$ cat src/rtl/gpr_writeback_sink.sv
// rtl/gpr_writeback_sink.sv - writeback sink: 2-entry packet FIFO feeding the GPR write port and scoreboard release
module gpr_writeback_sink #(
  parameter int NUM_WARPS   = 4,
  parameter int NUM_THREADS = 4,
  parameter int XLEN        = 32,
  parameter int NUM_REGS    = 64,
  localparam int NW_WIDTH   = (NUM_WARPS > 1) ? $clog2(NUM_WARPS) : 1,
  localparam int NR_BITS    = $clog2(NUM_REGS),
  localparam int DW         = NUM_THREADS * XLEN
) (
  input  logic                        clk,
  input  logic                        reset,
  input  logic                        wb_valid,
  output logic                        wb_ready,
  input  logic [NW_WIDTH-1:0]         wb_wid,
  input  logic [XLEN-1:0]             wb_PC,
  input  logic [NUM_THREADS-1:0]      wb_tmask,
  input  logic [NR_BITS-1:0]          wb_rd,
  input  logic [DW-1:0]               wb_data,
  input  logic                        wb_eop,
  output logic                        gpr_wvalid,
  input  logic                        gpr_wr_ready,
  output logic [NW_WIDTH+NR_BITS-1:0] gpr_waddr,
  output logic [NUM_THREADS-1:0]      gpr_wmask,
  output logic [DW-1:0]               gpr_wdata,
  output logic                        sb_release_valid,
  output logic [NW_WIDTH-1:0]         sb_release_wid,
  output logic [NR_BITS-1:0]          sb_release_rd,
  output logic [31:0]                 perf_wb_count,
  output logic [XLEN-1:0]             sim_last_pc
);

  // Packet storage, two slots addressed by the read/write pointers.
  logic [NW_WIDTH-1:0]    ent_wid_q   [2];
  logic [XLEN-1:0]        ent_pc_q    [2];
  logic [NUM_THREADS-1:0] ent_tmask_q [2];
  logic [NR_BITS-1:0]     ent_rd_q    [2];
  logic [DW-1:0]          ent_data_q  [2];
  logic                   ent_eop_q   [2];

  logic       rd_ptr_q, rd_ptr_d;
  logic       wr_ptr_q, wr_ptr_d;
  logic [1:0] count_q,  count_d;

  logic                rel_valid_q, rel_valid_d;
  logic [NW_WIDTH-1:0] rel_wid_q,   rel_wid_d;
  logic [NR_BITS-1:0]  rel_rd_q,    rel_rd_d;
  logic [31:0]         perf_q,      perf_d;
  logic [XLEN-1:0]     last_pc_q,   last_pc_d;

  logic                   push;
  logic                   head_valid;
  logic                   real_write;
  logic                   commit;
  logic                   commit_real;
  logic [NW_WIDTH-1:0]    head_wid;
  logic [XLEN-1:0]        head_pc;
  logic [NUM_THREADS-1:0] head_tmask;
  logic [NR_BITS-1:0]     head_rd;
  logic [DW-1:0]          head_data;
  logic                   head_eop;

  // Ready is purely registered occupancy, so write-port back-pressure never
  // reaches the arbiter combinationally. Held low while reset is asserted.
  assign wb_ready = (count_q != 2'd2) & reset;
  assign push     = wb_valid & wb_ready;

  // The head is masked during reset so nothing is presented or committed
  // in a cycle whose state is about to be discarded.
  assign head_valid = (count_q != 2'd0) & reset;
  assign head_wid   = ent_wid_q[rd_ptr_q];
  assign head_pc    = ent_pc_q[rd_ptr_q];
  assign head_tmask = ent_tmask_q[rd_ptr_q];
  assign head_rd    = ent_rd_q[rd_ptr_q];
  assign head_data  = ent_data_q[rd_ptr_q];
  assign head_eop   = ent_eop_q[rd_ptr_q];

  // Writes to x0 or with no active lanes never touch the register file;
  // they drain on their own without waiting for the write port.
  assign real_write  = head_valid & (head_rd != '0) & (head_tmask != '0);
  assign commit_real = real_write & gpr_wr_ready;
  assign commit      = head_valid & (~real_write | gpr_wr_ready);

  // GPR port is driven from the head entry and forced to zero when idle.
  always_comb begin
    gpr_wvalid = real_write;
    gpr_waddr  = '0;
    gpr_wmask  = '0;
    gpr_wdata  = '0;
    if (real_write) begin
      gpr_waddr = {head_wid, head_rd};
      gpr_wmask = head_tmask;
      gpr_wdata = head_data;
    end
  end

  // Capture an accepted packet into the tail slot.
  always_ff @(posedge clk) begin
    if (push) begin
      ent_wid_q[wr_ptr_q]   <= wb_wid;
      ent_pc_q[wr_ptr_q]    <= wb_PC;
      ent_tmask_q[wr_ptr_q] <= wb_tmask;
      ent_rd_q[wr_ptr_q]    <= wb_rd;
      ent_data_q[wr_ptr_q]  <= wb_data;
      ent_eop_q[wr_ptr_q]   <= wb_eop;
    end
  end

  // Pointer and occupancy update; push and pop together leave count unchanged.
  always_comb begin
    rd_ptr_d = rd_ptr_q ^ commit;
    wr_ptr_d = wr_ptr_q ^ push;
    count_d  = count_q;
    case ({push, commit})
      2'b10:   count_d = count_q + 2'd1;
      2'b01:   count_d = count_q - 2'd1;
      default: count_d = count_q;
    endcase
  end

  // Release, performance and last-PC bookkeeping for the committing head.
  always_comb begin
    rel_valid_d = commit & head_eop;
    rel_wid_d   = '0;
    rel_rd_d    = '0;
    if (commit & head_eop) begin
      rel_wid_d = head_wid;
      rel_rd_d  = head_rd;
    end
    perf_d    = commit_real ? perf_q + 32'd1 : perf_q;
    last_pc_d = commit ? head_pc : last_pc_q;
  end

  // Control and status registers; reset discards buffered packets silently.
  always_ff @(posedge clk) begin
    if (!reset) begin
      rd_ptr_q    <= 1'b0;
      wr_ptr_q    <= 1'b0;
      count_q     <= 2'd0;
      rel_valid_q <= 1'b0;
      rel_wid_q   <= '0;
      rel_rd_q    <= '0;
      perf_q      <= '0;
      last_pc_q   <= '0;
    end else begin
      rd_ptr_q    <= rd_ptr_d;
      wr_ptr_q    <= wr_ptr_d;
      count_q     <= count_d;
      rel_valid_q <= rel_valid_d;
      rel_wid_q   <= rel_wid_d;
      rel_rd_q    <= rel_rd_d;
      perf_q      <= perf_d;
      last_pc_q   <= last_pc_d;
    end
  end

  assign sb_release_valid = rel_valid_q;
  assign sb_release_wid   = rel_wid_q;
  assign sb_release_rd    = rel_rd_q;
  assign perf_wb_count    = perf_q;
  assign sim_last_pc      = last_pc_q;

endmodule

$ cat config.mk
export PLATFORM = sky130hd
export DESIGN_NAME = gpr_writeback_sink
export DESIGN_NICKNAME = d
export VERILOG_FILES = /design/src/rtl/gpr_writeback_sink.sv
export SDC_FILE = /design/constraint.sdc
export NUM_CORES = 1
export LEC_CHECK = 0
export CORE_UTILIZATION = 50
export DETAILED_ROUTE_END_ITERATION = 10
export PLACE_DENSITY = 0.8
export SKIP_LAST_GASP = 1
export SLEW_MARGIN = 20
export SYNTH_ARGS = -nofsm -noshare
export SYNTH_HDL_FRONTEND = slang
export SYNTH_SLANG_ARGS = --single-unit
$ cat constraint.sdc
create_clock -name clk -period 8.6 [get_ports clk]
set_clock_uncertainty 0.15 [all_clocks]
set_input_delay 1.72 -clock clk [delete_from_list [all_inputs] [get_ports clk]]
set_output_delay 1.72 -clock clk [all_outputs]
set_load 0.03 [all_outputs]
==> results.sh <==
export IMPL_layoutNonFillerInstCount=1924
export IMPL_rsz0062_at_grt="false"
export IMPL_synthTopCellsByArea="edfxtp_1 (64%), mux2i_1 (11%), dfxtp_1 (9.6%)"
export IMPL_place_congestion=0.830
export IMPL_port_buffers=391
export IMPL_finalPower_mw=4.77
export IMPL_start_util_pct=51.1
export IMPL_yosysMostFrequentCell="edfxtp_1"
export IMPL_regArea_mm2=0.0120
export IMPL_tns_ns=0
export IMPL_slew_viol_final=0
export IMPL_synth_area_per_cell_um2=15.2
export IMPL_startpoint_type="flop"
export IMPL_fp_row_count=65
export IMPL_cp_slowest_stage_delay_ns=0.91
export IMPL_multi_input_area_mm2=0.00396
export IMPL_cellPowerDensity_mw_per_mm2=218
export IMPL_peakVddDrop_mv=0.160
export IMPL_wl_per_cell_um=19.8
export IMPL_antenna_found_initial=6
export IMPL_grt_overflow_total=0
export IMPL_fmax_mhz=140
export IMPL_worstSkewPairLatency_ns=0.52
export IMPL_chipHeight_um=182
export IMPL_status="finished clean"
export IMPL_drt_total_wl_um=38000
export IMPL_final_layout_size_suffix_gt1_share_pct=7.82
export IMPL_r2r_end="count_q[1]$_SDFFE_PN0P_"
export IMPL_cts_tree="built"
export IMPL_setup_violations_final=0
export IMPL_netlist_area_leader_share_pct=64.0
export IMPL_area_growth_pct=34.7
export IMPL_worstRegToRegCells=8
export IMPL_power_leakage_nw=6.94
export IMPL_synth_edf_count=346
export IMPL_core_mm2=0.0318
export IMPL_holdBufCountCts=0
export IMPL_cp_cell_sequence="or4b_1 -> o22a_1 -> o21ai_4 -> or2_4 -> buf_4 -> nor2_1 -> clkdlybuf4s50_1"
export IMPL_ys_ff_latch=424
export IMPL_fin_util_pct=68.8
export IMPL_synth_ff_type="edfxtp_1"
export IMPL_crit_type="reg2out"
export IMPL_cts_sinks=424
export IMPL_fin_crit_sh_pct=82.9
export IMPL_yosys_area_top_type="edfxtp_1"
export IMPL_slew_headroom_pct=25.5
export IMPL_cts_buffers=43
export IMPL_nFillCells=2124
export IMPL_cts_resized=0
export IMPL_drv_cap=0
export IMPL_crit_end="gpr_wdata[36]"
export IMPL_holdCritPathClass="reg2reg"
export IMPL_drc=0
export IMPL_worst_slew_pin_slew_ns=1.12
export IMPL_ctsRootBufferMaster="clkbuf_16"
export IMPL_clk_path_buf_depth=3
export IMPL_postCtsSetupRepairBufs=0
export IMPL_hpwl_um=24900
export IMPL_yosysUniqueCellTypes=48
export IMPL_yosys_warnings=0
export IMPL_crit_path_max_fanout=88
export IMPL_htreeDepth=2
export IMPL_vias=10400
export IMPL_ant_nets=0
export IMPL_arrival_ns=5.26
export IMPL_period_minus_slack_ns=7.13
export IMPL_cp_required_ns=6.73
export IMPL_viasPerCell=5.40
export IMPL_track_usage_pct=22.5
export IMPL_r2r_setup_slack_ns=4.26
export IMPL_yosysSeqAreaShare_pct=73.6
export IMPL_syn_area_mm2=0.0162
export IMPL_placed_cells_incl_taps=1843
export IMPL_hold_viol=0
export IMPL_synth_commonest_cells="edfxtp_1 (346), mux2i_1 (174), nor2_1 (163), dfxtp_1 (78), nand2_1 (42)"
export IMPL_pin_count=392
export IMPL_async_flop_share_pct=0
export IMPL_cp_slowest_cell="or2_4"
export IMPL_grt_max_degree=154
export IMPL_synth_cells=1069
export IMPL_first_iter_violations=744
export IMPL_die_w_um=182
export IMPL_clkTransAtPathRegs_ns=0.06
export IMPL_fp_dieArea_mm2=0.0332
export IMPL_grt_pass1_vias=10400
export IMPL_endpoint_kind="primary output"
export IMPL_first_pass_iters=5
export IMPL_syn_num_nets=1250
export IMPL_fin_nets=1634
export IMPL_grt_first_pass_wirelength_um=57400
## logic make-up after synthesis
logic type                 synth area share (%)
adders and majority gates                 0.308
xor gates and xnor gates                  0.162
AOI/OAI and AO/OA                          5.45
and+or+nand+nor                            7.55
muxes                                      10.7
DFF                                        73.6
buffers and inverters                      2.23
## layout by cell type, fill, tap and decap left out, types with 13 or more instances in the layout
cell,instances
or3_1,14
dfxtp_1,76
or4_1,14
clkbuf_16,43
nand2_1,42
a21oi_1,30
nor2_1,162
mux2i_1,174
o221a_2,32
o21ai_0,15
nand3_1,17
o31ai_1,13
clkdlybuf4s50_1,391
edfxtp_1,346
## critical path, delay by kind of cell (launching register included)
kind	cells	cell delay (ns)
DFF	1	0.90
buffers and inverters	2	1.23
AOI/OAI and AO/OA	2	0.97
and+or+nand+nor	3	1.52
## sequential cells by signal (all words and copies together) (netlist names), named ones only
register,count
ent_tmask_q,8
ent_wid_q,4
ent_eop_q,2
sim_last_pc,32
ent_rd_q,12
sb_release_rd,6
sb_release_valid,1
ent_data_q,256
ent_pc_q,64
rd_ptr_q,1
count_q,2
sb_release_wid,2
wr_ptr_q,1
perf_wb_count,32
## how the worst min path moves through the flow
stage,from,endpoint,slack [ns],cells past startpoint
finish,perf_wb_count[31]$_SDFFE_PN0P_,perf_wb_count[31]$_SDFFE_PN0P_,0.33,2
global route,perf_wb_count[31]$_SDFFE_PN0P_,perf_wb_count[31]$_SDFFE_PN0P_,0.35,2
global placement,perf_wb_count[31]$_SDFFE_PN0P_,perf_wb_count[31]$_SDFFE_PN0P_,0.31,2
detailed placement,perf_wb_count[31]$_SDFFE_PN0P_,perf_wb_count[31]$_SDFFE_PN0P_,0.33,2
floorplan,ent_wid_q[1][0]$_DFFE_PP_,sb_release_wid[0]$_SDFF_PN0_,0.34,2
CTS,perf_wb_count[31]$_SDFFE_PN0P_,perf_wb_count[31]$_SDFFE_PN0P_,0.34,2
## per-stage QoR
stage	hold slack, ns	instance area [µm²]	setup slack (ns)
after detailed placement	0.332	20500	1.81
after CTS	0.339	21900	1.37
after global placement	0.313	20500	1.90
after global routing	0.353	21900	1.15
after floorplan	0.341	16200	1.25
final	0.331	21900	1.47
## area by class of cell
class / instances / share of cell area (%)
tap: 435 / 2.49
clock inverter: 19 / 0.778
clock buffer: 57 / 5.34
inverter: 13 / 0.229
sequential: 424 / 54.7
multi-input combinational: 570 / 18.1
timing repair buffer: 401 / 18.3
antenna: 5 / 0.0572
## where the power goes
part / switching (mW) / internal, mW
Clock: 0.732 / 1.04
Combinational: 0.361 / 0.273
Sequential: 0.0458 / 2.32
## metal layers
metal / part of all wire [%] / up-vias / GRT usage (%)
met5: 0 / - / 0
met1: 37 / 5024 / 25.8
met2: 51 / 447 / 39.4
met4: 4.2 / 0 / 10.6
met3: 7.8 / 92 / 5.77
li1: - / 4824 / -
No activity file was read; power rests on OpenSTA's default activity.
